--- config.mk ---
export PLATFORM = sky130hd
export DESIGN_NAME = sprite_pos_ctrl
export DESIGN_NICKNAME = d
export VERILOG_FILES = /design/src/rtl/vga_pkg.sv /design/src/rtl/rr_arbiter.sv /design/src/rtl/sprite_pos_ctrl.sv
export SDC_FILE = /design/constraint.sdc
export NUM_CORES = 1
export LEC_CHECK = 0
export CAP_MARGIN = 20
export CORE_UTILIZATION = 54
export DETAILED_ROUTE_END_ITERATION = 8
export PLACE_DENSITY_LB_ADDON = 0.08
export SYNTH_ARGS = -nofsm -noshare
export SYNTH_HDL_FRONTEND = slang
export SYNTH_HIERARCHICAL = 1
export SYNTH_SLANG_ARGS = --single-unit
export TNS_END_PERCENT = 10
--- constraint.sdc ---
create_clock -name clk -period 12.2 [get_ports clk]
set_clock_uncertainty 0.1 [all_clocks]
set_input_delay 1.22 -clock clk [delete_from_list [all_inputs] [get_ports clk]]
set_output_delay 1.22 -clock clk [all_outputs]
set_load 0.02 [all_outputs]
--- src/rtl/vga_pkg.sv ---
// Shared VGA/sprite definitions: sprite position limits, position width,
// the position-controller FSM encoding and the clamp helper.
package vga_pkg;

   localparam int SPRITE_X_MAX = 960;
   localparam int SPRITE_Y_MAX = 704;
   localparam int POS_W        = 12;

   typedef enum logic {
      PC_IDLE   = 1'b0,
      PC_COMMIT = 1'b1
   } pos_ctrl_state_t;

   function automatic logic [POS_W-1:0] clamp_pos(input logic [POS_W-1:0] v,
                                                  input int unsigned       lim);
      return (32'(v) > lim) ? POS_W'(lim) : v;
   endfunction

endpackage

--- src/rtl/rr_arbiter.sv ---
// Round-robin arbiter: one-hot grant to the first eligible index after the
// previous winner, wrapping modulo N.
module rr_arbiter #(
   parameter int N = 4
) (
   input  logic         clk,
   input  logic         rst,
   input  logic [N-1:0] eligible,
   input  logic         en,
   output logic [N-1:0] grant,
   output logic         grant_valid
);

   localparam int IW = (N > 1) ? $clog2(N) : 1;

   logic [IW-1:0] last_q, last_d;
   logic [IW-1:0] cand;

   always_comb begin
      grant       = '0;
      grant_valid = 1'b0;
      last_d      = last_q;
      cand        = '0;
      for (int k = 1; k <= N; k++) begin
         cand = IW'((int'(last_q) + k) % N);
         if (en && !grant_valid && eligible[cand]) begin
            grant_valid = 1'b1;
            grant[cand] = 1'b1;
            last_d      = cand;
         end
      end
   end

   // Reset to N-1 so requester 0 is the first to win.
   always_ff @(posedge clk or posedge rst) begin
      if (rst) last_q <= IW'(N - 1);
      else     last_q <= last_d;
   end

endmodule

--- src/rtl/sprite_pos_ctrl.sv ---
// Sprite position controller: arbitrated writes into shadow slots, copied to
// the active outputs on each rising edge of vertical blanking.
//
// state     | meaning
// PC_IDLE   | arbitrate requesters and write the shadow slots
// PC_COMMIT | one cycle: copy shadow to active, no grants
module sprite_pos_ctrl
   import vga_pkg::*;
#(
   parameter int NUM_REQ   = 4,
   parameter int NUM_SLOTS = 4,
   parameter int X_MAX     = SPRITE_X_MAX,
   parameter int Y_MAX     = SPRITE_Y_MAX,
   localparam int SW = (NUM_SLOTS > 1) ? $clog2(NUM_SLOTS) : 1
) (
   input  logic                                clk,
   input  logic                                rst,
   input  logic                                vblnk,
   input  logic [NUM_REQ-1:0]                  req,
   input  logic [NUM_REQ-1:0][SW-1:0]          req_slot,
   input  logic [NUM_REQ-1:0][POS_W-1:0]       req_x,
   input  logic [NUM_REQ-1:0][POS_W-1:0]       req_y,
   input  logic [NUM_REQ-1:0]                  req_vis,
   output logic [NUM_REQ-1:0]                  ack,
   output logic [NUM_SLOTS-1:0][POS_W-1:0]     rect_x_pos,
   output logic [NUM_SLOTS-1:0][POS_W-1:0]     rect_y_pos,
   output logic [NUM_SLOTS-1:0]                slot_visible,
   output logic                                frame_update
);

   localparam int RW = (NUM_REQ > 1) ? $clog2(NUM_REQ) : 1;

   pos_ctrl_state_t state_q, state_d;

   logic                            vblnk_q, commit;
   logic                            arb_en, do_copy, grant_valid;
   logic [NUM_REQ-1:0]              ack_q, grant, eligible;
   logic [RW-1:0]                   gidx;
   logic [SW-1:0]                   gslot;
   logic [NUM_SLOTS-1:0][POS_W-1:0] shx_q, shy_q, acx_q, acy_q;
   logic [NUM_SLOTS-1:0]            shv_q, acv_q;
   logic                            fu_q;

   assign commit   = vblnk & ~vblnk_q;
   assign eligible = req & ~ack_q;

   rr_arbiter #(.N(NUM_REQ)) u_arb (
      .clk         (clk),
      .rst         (rst),
      .eligible    (eligible),
      .en          (arb_en),
      .grant       (grant),
      .grant_valid (grant_valid)
   );

   always_comb begin
      gidx = '0;
      for (int i = 0; i < NUM_REQ; i++)
         if (grant[i]) gidx = RW'(i);
   end
   assign gslot = req_slot[gidx];

   always_ff @(posedge clk or posedge rst) begin
      if (rst) state_q <= PC_IDLE;
      else     state_q <= state_d;
   end

   always_comb begin
      state_d = state_q;
      case (state_q)
         PC_IDLE:   if (commit) state_d = PC_COMMIT;
         PC_COMMIT: state_d = PC_IDLE;
         default:   state_d = PC_IDLE;
      endcase
   end

   always_comb begin
      arb_en  = (state_q == PC_IDLE) && !commit;
      do_copy = (state_q == PC_COMMIT);
   end

   // vblnk_q resets high so a blank already in progress at release is not a commit.
   always_ff @(posedge clk or posedge rst) begin
      if (rst) begin
         vblnk_q <= 1'b1;
         ack_q   <= '0;
         fu_q    <= 1'b0;
         shx_q   <= '0;
         shy_q   <= '0;
         shv_q   <= '0;
         acx_q   <= '0;
         acy_q   <= '0;
         acv_q   <= '0;
      end else begin
         vblnk_q <= vblnk;
         ack_q   <= grant;
         fu_q    <= do_copy;
         if (grant_valid && (int'(gslot) < NUM_SLOTS)) begin
            shx_q[gslot] <= clamp_pos(req_x[gidx], X_MAX);
            shy_q[gslot] <= clamp_pos(req_y[gidx], Y_MAX);
            shv_q[gslot] <= req_vis[gidx];
         end
         if (do_copy) begin
            acx_q <= shx_q;
            acy_q <= shy_q;
            acv_q <= shv_q;
         end
      end
   end

   assign ack          = ack_q;
   assign rect_x_pos   = acx_q;
   assign rect_y_pos   = acy_q;
   assign slot_visible = acv_q;
   assign frame_update = fu_q;

endmodule

# ---- Word level (Yosys, flattened, before mapping)
# Cells that the tools add are included.
dict set report totals {
  in_bits 115
  elab_cells 116
  regBits 209
}
dict set report op_classes {
  bitwise_logic 8
  magnitude_cmp 13
  addsub 4
  n_mux 50
  reduce_logical 18
}
# operator n
set op_table {}
lappend op_table {{bitwise mux 48 bit} 2}
lappend op_table {{2-to-1 mux 12 bit} 5}
lappend op_table {{binary-select mux 12 bit (select 2 bit)} 2}
lappend op_table {{demux 12 bit (select 2 bit)} 1}
lappend op_table {{> comparator 12 x 10 -> 1 bit, second input constant} 2}
lappend op_table {{less-than comparator 2 x 3 -> 1 bit, second input constant} 6}
lappend op_table {{2-to-1 mux 1 bit} 16}
lappend op_table {{2-to-1 mux 4 bit} 4}
lappend op_table {{2-to-1 mux 2 bit} 7}
lappend op_table {{logical AND 1 bit} 13}
lappend op_table {{bitwise OR 4 bit} 3}
lappend op_table {{binary-select mux 1 bit (select 2 bit)} 5}
lappend op_table {{demux 1 bit (select 2 bit)} 5}
lappend op_table {{greater-or-equal comparator 2 x 1 -> 1 bit, second input constant} 5}
lappend op_table {{adder 2 x 1 -> 2 bit, second input constant} 2}
lappend op_table {{adder 2 bit, second input constant} 2}
lappend op_table {{bitwise AND 4 bit} 1}
lappend op_table {{binary-select mux 2 bit (select 2 bit)} 1}
lappend op_table {{bitwise mux 4 bit} 1}
lappend op_table {{logical NOT 1 bit} 4}
lappend op_table {{inverter 4 bit} 1}
lappend op_table {{nonzero test 4 bit} 1}
lappend op_table {{inverter 1 bit} 2}
lappend op_table {{one-hot mux 1 bit (2 select lines)} 1}
lappend op_table {{bitwise AND 1 bit} 1}

# ---- Depth between registers and ports, before layout
# Gate-level depths: netlist of the first run.
dict set report depth {
  ltp_word 28
  mapped_depth 16
  mapped_depth_nobuf 11
}

# ---- Cells and area by module
# Netlist of the first run, hierarchy kept.
# mod seq_area_each_um2 cells_each n_inst area_per_inst_um2
set modules_own_cells {}
lappend modules_own_cells {sprite_pos_ctrl 5181.2 680 1 8520.7}
lappend modules_own_cells {rr_arbiter 52.6 55 1 533.0}

# ---- Worst setup path after synthesis of the first run
# OpenSTA, ideal clock, no wires.
dict set report synth_path {
  path_kind {input-to-reg}
  start {in req[1]}
  end {reg shx_q[33] (netlist bit)}
  path_stages 12
  n_path_buf 2
  arrival_time_ns 3.888
  path_slack_ns 8.062
  path_cell_list {nor2b_1 mux4_2 nor2b_1 a22o_1 a221o_1 buf_4 nor3b_1 a221o_1 nand3_2 clkbuf_1 nand2_1 o21ai_0}
}
dict set report synth_between {
  word_cells_on_any_way 45
  classes_between {order compare (3); mux (27); bitwise (4); reduce/logical (11)}
}
# item line
set synth_lines {}
lappend synth_lines {{from (decl)} sprite_pos_ctrl.sv:19} ;# input logic [NUM_REQ-1:0] req,
lappend synth_lines {{bitwise AND 4 bit (*)} sprite_pos_ctrl.sv:45} ;# assign eligible = req & ~ack_q;
lappend synth_lines {{binary-select mux 1 bit (select 2 bit)} rr_arbiter.sv:26} ;# if (en && !grant_valid && eligible[cand]) begin
lappend synth_lines {{2-to-1 mux 1 bit (not written as such)} rr_arbiter.sv:26}
lappend synth_lines {{logical AND 1 bit} rr_arbiter.sv:26}
lappend synth_lines {{2-to-1 mux 1 bit} rr_arbiter.sv:26}
lappend synth_lines {{logical NOT 1 bit} rr_arbiter.sv:26}
lappend synth_lines {{logical AND 1 bit (2 in series)} rr_arbiter.sv:26}
lappend synth_lines {{2-to-1 mux 1 bit} rr_arbiter.sv:26}
lappend synth_lines {{(+3 left out)} --}
lappend synth_lines {{2-to-1 mux 1 bit} rr_arbiter.sv:26}
lappend synth_lines {{logical NOT 1 bit} rr_arbiter.sv:26}
lappend synth_lines {{logical AND 1 bit (2 in series)} rr_arbiter.sv:26}
lappend synth_lines {{2-to-1 mux 4 bit (*)} rr_arbiter.sv:26}
lappend synth_lines {{via grant[3]} sprite_pos_ctrl.sv:37} ;# logic [NUM_REQ-1:0] ack_q, grant, eligible;
lappend synth_lines {{2-to-1 mux 2 bit (*)} sprite_pos_ctrl.sv:59} ;# if (grant[i]) gidx = RW'(i);
lappend synth_lines {{parallel branches: the longest is 6 deep, another holds > comparator 12 x 10 -> 1 bit} --}
lappend synth_lines {{bitwise mux 48 bit (*)} sprite_pos_ctrl.sv:99} ;# shx_q[gslot] <= clamp_pos(req_x[gidx], X_MAX);
lappend synth_lines {{to (signal, indexed assignment)} sprite_pos_ctrl.sv:99}
lappend synth_lines {{to (decl)} sprite_pos_ctrl.sv:40} ;# logic [NUM_SLOTS-1:0][POS_W-1:0] shx_q, shy_q, acx_q, acy_q;
# Mark *: on every way through the listed nets, which the timed path passes. The select of a mux whose other input is x is not followed.
# A chain may end at the register's enable or synchronous reset.

# ---- Worst setup path in the final report of the first run
dict set report layout_path {
  start {in vblnk}
  end {reg shx_q[26] (netlist bit)}
}
dict set report layout_between {
  word_cells_on_any_way 39
  classes_between {order compare (3); mux (19); bitwise (4); reduce/logical (13)}
}
# item line
set layout_lines {}
lappend layout_lines {{from (decl)} sprite_pos_ctrl.sv:18} ;# input logic vblnk,
lappend layout_lines {{bitwise AND 1 bit (*)} sprite_pos_ctrl.sv:44} ;# assign commit = vblnk & ~vblnk_q;
lappend layout_lines {{logical NOT 1 bit (*)} sprite_pos_ctrl.sv:78} ;# arb_en = (state_q == PC_IDLE) && !commit;
lappend layout_lines {{logical AND 1 bit (*)} sprite_pos_ctrl.sv:78}
lappend layout_lines {{via arb_en} sprite_pos_ctrl.sv:36} ;# logic arb_en, do_copy, grant_valid;
lappend layout_lines {{logical AND 1 bit} rr_arbiter.sv:26}
lappend layout_lines {{2-to-1 mux 1 bit} rr_arbiter.sv:26}
lappend layout_lines {{logical NOT 1 bit} rr_arbiter.sv:26}
lappend layout_lines {{logical AND 1 bit (2 in series)} rr_arbiter.sv:26}
lappend layout_lines {{(+4 left out)} --}
lappend layout_lines {{2-to-1 mux 1 bit} rr_arbiter.sv:26}
lappend layout_lines {{logical NOT 1 bit} rr_arbiter.sv:26}
lappend layout_lines {{logical AND 1 bit (2 in series)} rr_arbiter.sv:26}
lappend layout_lines {{2-to-1 mux 4 bit (*)} rr_arbiter.sv:26}
lappend layout_lines {{via grant[2]} sprite_pos_ctrl.sv:37}
lappend layout_lines {{2-to-1 mux 2 bit (*) (2 in series)} sprite_pos_ctrl.sv:59}
lappend layout_lines {{parallel branches: the longest is 6 deep, another holds > comparator 12 x 10 -> 1 bit} --}
lappend layout_lines {{bitwise mux 48 bit (*)} sprite_pos_ctrl.sv:99}
# Marks and branches as above.

==> impl_metrics.yaml, run 1 <==
logic_synthesis:
  ys_seq_elements: 209
  yosysWarnings: 6
  yosysTopAreaCell: "dfrtp_1"
  synthTopCellsByArea: "dfrtp_1 57%, mux2_2 14%, mux2i_1 4.4%, nand2_1 4.2%, o21ai_0 4.0%"
  synthArstFlopShare: 1.00
  synth_most_common_cell: "dfrtp_1"
  netlist_area_um2: 9050
  yosysSeqAreaShare: 0.578
  yosysUniqueCellTypes: 61
  ys.flop_type: "dfrtp_1"
  synth_nets: 857
  synth.avg_cell_area_um2: 12.3
  synth_commonest_cells: "206 x dfrtp_1, 112 x mux2_2, 102 x nand2_1"
  postSynthCellCount: 735
  synth_top_area_frac: 0.569
  synth-edff-count: 0
setup_path:
  timing.rr.start: "u_arb/last_q[0]"
  path_class: "input port to register"
  cp-end-kind: "register"
  path_cells: "clkdlybuf4s50_1, a21oi_1, nand2b_1, o2bb2ai_1, nor4_4, a221o_1, buf_4, nor2b_2, a222oi_1, nand3_2, o31ai_1"
  worstPathMaxFanout: 36
  cp.required_ns: 12.49
  startpoint: "vblnk"
  critical-path-max-stage-delay_ns: 1.06
  cp-start-kind: "input port"
  crit_arrival_ns: 6.74
  crit_slowest_cell: "a222oi_1"
global_routing:
  grt_pass1_wl_mm: 37.2
  grt.total_usage: 0.272
  grt_pass1_vias: 6960
  grt_start_max_net_pins: 139
  grt-ovfl-total: 0
  antenna_found_initial: 0
sta:
  slew_headroom: 0.167
  setup_violations: 0
  fin_crit_ns: 6.46
  finalSetupTns_ns: 0
  tightest_slew_ns: 1.25
  slew_viol_final: 0
  clock.fmax_mhz: 155
  grt_setup_unrepaired: "no"
  finalCritPeriodShare: 0.529
  hold_violations: 0
clocking:
  cts_root_buffer: "clkbuf_16"
  h-tree-depth: 1
  clkTransAtPathRegs_ns: 0.06
  cts_setup_buffers: 0
  cts_resized: 0
  clock_latency_ns: 0.50
  cts-buffers-inserted: 22
  clock-sinks: 209
  cts_tree: "yes"
  clock_tree.buffer_depth: 3
  hold_buffers: 0
power_and_ir_drop:
  leakage_nw: 5.45
  peakVddDrop_mv: 0.271
  power.density_nw_per_um2: 283
detailed_routing:
  dr.pass1.iters: 5
  drcViolationCount: 0
  wl_per_cell_um: 19.5
  vias_per_cell: 5.62
  dr.first_iter.drc_count: 401
  num_vias: 6595
  wl_mm: 22.9
  ant_nets: 0
run_status:
  status: "completed"
cells_and_area:
  diodes: 0
  fin_util: 0.755
  fin_nets: 1065
  area_delta_synth_final_pct: 34.4
  num-fill-cells: 1041
  drive_above_1_share: 0.187
die:
  initial_utilization: 0.562
  dieWidth_um: 131
  io_pins: 220
  core_area_um2: 16100
  rows: 46
  die_area_um2: 17300
  die_h_um: 131
run:
  cap_violations: 0
worst_hold_path:
  min_from: "shx_q[23]"
  hold_path.class: "register to register"
place:
  dp_hpwl_mm: 16.1
  port_buffers: 219
  finalWeightedCongestion: 0.939
per-stage QoR:
stage               setup WS [ns]  hold WS [ns]  total power [mW]  instance area, um^2  std cells
finish                       5.74         0.380              3.45                12200       1174
floorplan                    5.23         0.289              2.13                 9050        735
global placement             5.73         0.355              2.67                11400       1135
detailed placement           5.37         0.365              2.73                11400       1135
global route                 5.30         0.394              3.64                12200       1174
CTS                          5.88         0.380              3.46                12200       1174
sequential cells by signal (all words and copies together), names as in the netlist:
signal        cells
shx_q            48
ack               4
slot_visible      4
do_copy           1
shv_q             4
frame_update      1
rect_x_pos       48
rect_y_pos       48
vblnk_q           1
shy_q            48
u_arb/last_q      2
cell usage in the layout, fill, tap and decap left out, types with 3 or more instances in the layout:
cell type,count
clkdlybuf4s50_1,219
dfrtp_1,205
mux2_2,112
nand2_1,102
o21ai_0,73
mux2i_1,40
o31ai_1,24
clkbuf_16,22
and2_1,17
inv_1,13
and3_1,11
nor2b_1,8
nor2_1,7
clkbuf_8,7
ha_1,7
buf_4,5
o211ai_1,4
a221o_1,4
a22o_1,4
nand3_2,3
a21oi_1,3
nor3b_1,3
a222oi_1,3
bufinv_16,3
clkbuf_1,3
dfstp_2,3
worst max-delay path, delay by kind of cell:
kind	cells	cell delay (ns)
AOI/OAI and AO/OA	5	3.31
and+or+nand+nor	4	1.36
buffers and inverters	2	0.80
metal layers:
| metal | up-vias | track usage | routed length (um) |
|---|---|---|---|
| met2 | 238 | 0.456 | 11500 |
| li1 | 3028 | - | - |
| met1 | 3276 | 0.349 | 9530 |
| met3 | 53 | 0.0463 | 1040 |
| met4 | 0 | 0.118 | 913 |
| met5 | - | 0 | 0 |
area by class of cell:
type                    count  area [um^2]  area share
clock buffers              32          658      0.0541
clock inverters             7          130      0.0107
inverters                  15         63.8     0.00524
multi-input cells         471         3580       0.294
flip-flops and latches    209         5240       0.430
well taps                 216          270      0.0222
repair buffers            224         2230       0.183
final timing paths:
| kind | to | slack (ns) | depth (start not counted) |
|---|---|---|---|
| setup reg to reg | shx_q[26] | 6.10 | 11 |
| min in group asynchronous | u_arb/last_q[0] | 1.12 | 2 |
| setup / recovery | shx_q[26] | 5.74 | 11 |
| max in group asynchronous | shy_q[6] | 9.31 | 3 |
| hold / removal | shx_q[23] | 0.38 | 1 |
| hold reg to reg | shx_q[23] | 0.38 | 1 |
logic make-up (layout without fill, tap and decap cells):
family                   count (synthesis)  after routing  share of synthesized area
XOR/XNOR                                 1              1                   0.000968
buffers and inverters                   55            278                     0.0267
flip-flops                             209            209                      0.578
AO/OA/AOI/OAI                          137            137                      0.100
AND/OR/NAND/NOR                        172            172                     0.0961
adder cells (fa/ha/maj)                  7              7                    0.00967
multiplexers                           154            154                      0.189
power by group:
group	internal (mW)	switching (mW)	total [mW]
logic	0.649	1.01	1.66
clock network	0.440	0.269	0.709
registers	0.933	0.144	1.08
Power figures use the tool's default switching activity.
==> run 2: changes to the inputs <==
- CORE_UTILIZATION: 54 -> 45
- clock period: 12.2 -> 5.7 ns (I/O delays scaled with it)
==> run 2 against run 1 <==
  * First-iteration DRC count shrank 34%
  * Clock power is 110% higher
  * Via count shrank 1.2%
==> impl_metrics.yaml, run 2 (synthesis results as in run 1) <==
worst_hold_path:
  hold_path.class: "input port to asynchronous set/reset pin"
die:
  io_pins: 220
  die_area_um2: 20700
  initial_utilization: 0.462
  core_area_um2: 19600
  dieWidth_um: 144
  rows: 51
  die_h_um: 144
clocking:
  cts_tree: "yes"
  clock_tree.buffer_depth: 3
  clock_latency_ns: 0.52
  cts_root_buffer: "clkbuf_16"
  clkTransAtPathRegs_ns: 0.06
  clock-sinks: 209
  cts_resized: 0
  cts-buffers-inserted: 23
  hold_buffers: 0
  h-tree-depth: 1
  cts_setup_buffers: 0
global_routing:
  met1_usage: 0.296
  top_usage_layer: "met2"
  antenna_found_initial: 0
  grt_pass1_vias: 6730
  grt.met2_usage: 0.377
  grt_pass1_wl_mm: 35.8
  grt-ovfl-total: 0
  grt_util_met3: 0.0367
  grt.total_usage: 0.225
  grt_start_max_net_pins: 121
setup_path:
  cp-end-kind: "register"
  crit_arrival_ns: 5.01
  critical-path-max-stage-delay_ns: 0.69
  timing.rr.start: "u_arb/last_q[0]"
  startpoint: "u_arb/last_q[0]"
  crit_slowest_cell: "dfstp_2"
  worstPathMaxFanout: 21
  r2r_slack_ns: 0.96
  path_class: "register to register"
  crit_path_end: "shy_q[13]"
  rr_worst_depth: 11
  cp.required_ns: 5.97
  cp-start-kind: "register"
  r2r_end: "shy_q[13]"
  path_cells: "inv_1, ha_1, mux2_2, a2bb2oi_1, nor4_4, a221o_2, mux2i_1, a222oi_1, nand2_1, o211ai_1, o21ai_0"
detailed_routing:
  num_vias: 6514
  wl_per_cell_um: 18.2
  dr.pass1.iters: 4
  dr.first_iter.drc_count: 266
  ant_nets: 0
  drcViolationCount: 0
  wl_mm: 22.5
  vias_per_cell: 5.27
sta:
  hold_slack_ns: 0.373
  slew_headroom: 0.264
  clock.fmax_mhz: 211
  grt_setup_unrepaired: "no"
  tightest_slew_ns: 1.10
  setup_violations: 0
  finalSetupTns_ns: 0
  fin_crit_ns: 4.74
  finalCritPeriodShare: 0.831
  slew_viol_final: 0
  hold_violations: 0
cells_and_area:
  diodes: 0
  fin_nets: 1075
  final_cells: 1235
  final_cell_mix: "219 x clkdlybuf4s50_1, 205 x dfrtp_1, 112 x mux2_2"
  layout_commonest_cell: "clkdlybuf4s50_1"
  num-fill-cells: 1553
  area_delta_synth_final_pct: 35.6
  drive_above_1_share: 0.198
power_and_ir_drop:
  peakVddDrop_mv: 0.411
  leakage_nw: 5.48
  power.density_nw_per_um2: 596
run:
  cap_violations: 0
place:
  placedCellCount: 1193
  port_buffers: 219
  finalWeightedCongestion: 0.838
  dp_hpwl_mm: 16.0
run_status:
  status: "completed"
-- run 2: cell types whose count changed in the layout (fill, tap and decap cells not counted), moves of 2 or more --
cell	previous run	this run
buf_4	5	13
clkinv_2	1	5
inv_6	0	3
bufinv_16	3	1
clkbuf_8	7	5
clkinvlp_4	1	3
inv_8	2	0
-- run 2: how the worst min path moves through the flow --
stage                                 end  slack (ns)
after CTS                 u_arb/last_q[1]        0.36
after detailed placement        shx_q[25]        0.36
after global placement          shx_q[12]        0.36
after floorplan              frame_update        0.29
final                     u_arb/last_q[1]        0.37
after global routing            shx_q[25]        0.39
-- run 2: worst max-delay path, delay by kind of cell, from the launching register on --
family / cells / cell delay, ns
AOI/OAI and AO/OA: 5 / 2.00
adders and majority gates: 1 / 0.42
buffers and inverters: 1 / 0.15
DFF: 1 / 0.69
muxes: 2 / 0.60
and+or+nand+nor: 2 / 0.63
-- run 2: per-stage QoR --
stage	instance area (um^2)	power, mW	worst slack (ns)	util
global placement	11500	5.82	1.15	0.588
finish	12300	7.32	0.963	0.627
global route	12300	7.81	0.602	0.627
detailed placement	11500	5.91	0.976	0.588
floorplan	9060	4.57	1.91	-
CTS	12300	7.40	0.990	0.627
-- run 2: power by group --
group | switching (mW) | total, mW | leakage, nW | internal, mW
clock network | 0.600 | 1.46 | 0.373 | 0.858
logic | 2.15 | 3.59 | 2.40 | 1.44
registers | 0.279 | 2.27 | 2.70 | 2.00
-- run 2: area by class of cell --
cell class,instances,area (um^2),share of cell area
tap,265,332,0.0270
clock buffer,30,652,0.0531
inverter,15,60.1,0.00489
multi-input combinational,471,3580,0.292
sequential,209,5240,0.427
timing repair buffer,233,2310,0.188
clock inverter,12,105,0.00856
-- run 2: routing by layer --
layer  up-vias  routed length (um)
li1       3051                   -
met1      3236                9700
met2       185               11100
met3        42                1150
met4         0                 602
met5         -                   0
==> run 3: changes to the inputs <==
- CORE_UTILIZATION: 45 -> 50
- clock period: 5.7 -> 4.9 ns (I/O delays scaled with it)
==> run 3 against run 2 <==
  * Worst setup slack worse by 0.60 ns
  * Die area down 9.9%
  * Utilization up 7.5 points
  * Maximum frequency up 4.4%
  * Hold slack worse by 0.22 ns
  * Cell count down 3.2%
  * Sequential share of layout area about the same
  * Sequential power up 17%
  * Routed wire length down 1.8%
  * Critical endpoint is now shx_q[21]
  * Largest power group unchanged
==> impl_metrics.yaml, run 3 (synthesis results as in run 1) <==
clocking:
  clock-sinks: 209
  clock_tree.buffer_depth: 3
  hold_buffers: 0
  h-tree-depth: 1
  cts_tree: "yes"
  cts_setup_buffers: 0
  clkTransAtPathRegs_ns: 0.06
  cts_root_buffer: "clkbuf_16"
  cts-buffers-inserted: 22
  clock_latency_ns: 0.49
power_and_ir_drop:
  combPwrFrac: 0.488
  power.density_nw_per_um2: 701
  p_sw_frac: 0.405
  peakVddDrop_mv: 0.426
  p_switching_mw: 3.48
  leakage_nw: 5.51
  pwr-share-clk: 0.202
  p_total_mw: 8.60
  seqPwrFrac: 0.309
  p_int_mw: 5.11
sta:
  fin_crit_ns: 4.54
  slew_headroom: 0.216
  clock.fmax_mhz: 220
  finalSetupTns_ns: 0
  setup_violations: 0
  hold_violations: 0
  grt_setup_unrepaired: "no"
  tightest_slew_ns: 1.18
  slew_viol_final: 0
  hold_slack_ns: 0.157
  finalCritPeriodShare: 0.926
setup_path:
  crit_slowest_cell: "a2111oi_1"
  path_cells: "inv_1, ha_1, mux2_2, a2bb2oi_1, nor4_4, a221o_2, buf_4, nor2b_1, a2111oi_2, a2111oi_1, buf_4, o21ai_0"
  worstPathMaxFanout: 13
  crit_arrival_ns: 4.79
  cp-end-kind: "register"
  cp.required_ns: 5.15
  path_class: "register to register"
  crit_top_cell: "buf_4"
  cp-start-kind: "register"
  critical-path-max-stage-delay_ns: 0.70
global_routing:
  grt_pass1_vias: 6793
  grt_pass1_wl_mm: 35.6
  grt_start_max_net_pins: 206
  grt-ovfl-total: 0
  antenna_found_initial: 0
  grt.total_usage: 0.247
detailed_routing:
  dr.first_iter.drc_count: 378
  ant_nets: 0
  wl_per_cell_um: 18.5
  vias_per_cell: 5.51
  drcViolationCount: 0
  num_vias: 6590
  dr.pass1.iters: 4
  wl_mm: 22.1
place:
  finalWeightedCongestion: 0.947
  placedCellCount: 1156
  placed_area_um2: 11500
  dp_hpwl_mm: 15.7
  port_buffers: 219
cells_and_area:
  drive_above_1_share: 0.195
  fin_area_um2: 12300
  final_cell_mix: "219 x clkdlybuf4s50_1, 205 x dfrtp_1, 112 x mux2_2"
  diodes: 0
  layout_commonest_cell: "clkdlybuf4s50_1"
  final_cells: 1195
  area_delta_synth_final_pct: 35.5
  fin_nets: 1077
die:
  dieWidth_um: 137
  die_h_um: 137
  die_area_um2: 18700
  initial_utilization: 0.518
  rows: 48
  io_pins: 220
  core_area_um2: 17500
worst_hold_path:
  hold_path.class: "input port to asynchronous set/reset pin"
run_status:
  status: "completed"
run:
  cap_violations: 0
-- run 3: changes by cell type in the layout (fill, tap and decap cells not counted) --
cell | before | now
nand3_4 | 0 | 1
clkinv_2 | 5 | 2
nand3_2 | 3 | 2
buf_4 | 13 | 16
inv_6 | 3 | 0
clkbuf_1 | 2 | 5
clkinvlp_4 | 3 | 1
bufinv_16 | 1 | 3
-- run 3: final timing paths --
kind	slack (ns)	from	end	cells past startpoint
max	0.36	u_arb/last_q[0]	shx_q[21]	12
min	0.16	rst	ack[1]	2
max reg2reg	0.36	u_arb/last_q[0]	shx_q[21]	12
min reg2reg	0.38	shx_q[31]	shx_q[31]	2
max in group asynchronous	3.23	rst	rect_y_pos[21]	3
min in group clk	0.35	vblnk	vblnk_q	1
-- run 3: power by group through the flow --
stage	registers, mW	logic (mW)	clock network [mW]
global placement	2.66	4.07	0
detailed placement	2.68	4.18	0
global route	2.73	4.58	1.85
CTS	2.66	4.21	1.78
floorplan	2.92	2.39	0
finish	2.66	4.20	1.74
-- run 3: final cells by class --
type                            count  area (um^2)
Inverter                           15         60.1
Multi-Input combinational cell    471         3590
Timing Repair Buffer              236         2330
Clock inverter                      6          109
Tap cell                          225          282
Fill cell                        1210         5200
Clock buffer                       33          663
Sequential cell                   209         5240
-- run 3: metrics by stage --
step	setup slack (ns)	utilization
floorplan	1.11	-
global placement	0.572	0.658
detailed placement	0.363	0.658
CTS	0.329	0.702
global route	0.0813	0.702
finish	0.364	0.702
-- run 3: what timing repair did --
| item | in CTS | in global routing |
|---|---|---|
| gates resized for setup | 0 | 1 |
| setup endpoints to repair | 0 | 4 |
| hold endpoints to repair | 0 | 0 |
-- run 3: layer usage --
layer	track usage	vias up	routed length, um
li1	-	3041	-
met1	0.330	3287	9510
met2	0.415	222	10800
met3	0.0407	40	1330
met4	0.0704	0	488
met5	0	-	0
-- run 3: worst max-delay path: cells and delay by family, from the launching register on --
| family | cells | cell delay (ns) |
|---|---|---|
| AOI/OAI and AO/OA | 5 | 1.51 |
| adders and majority gates | 1 | 0.44 |
| buffers and inverters | 3 | 0.72 |
| DFF | 1 | 0.69 |
| muxes | 1 | 0.37 |
| and+or+nand+nor | 2 | 0.56 |
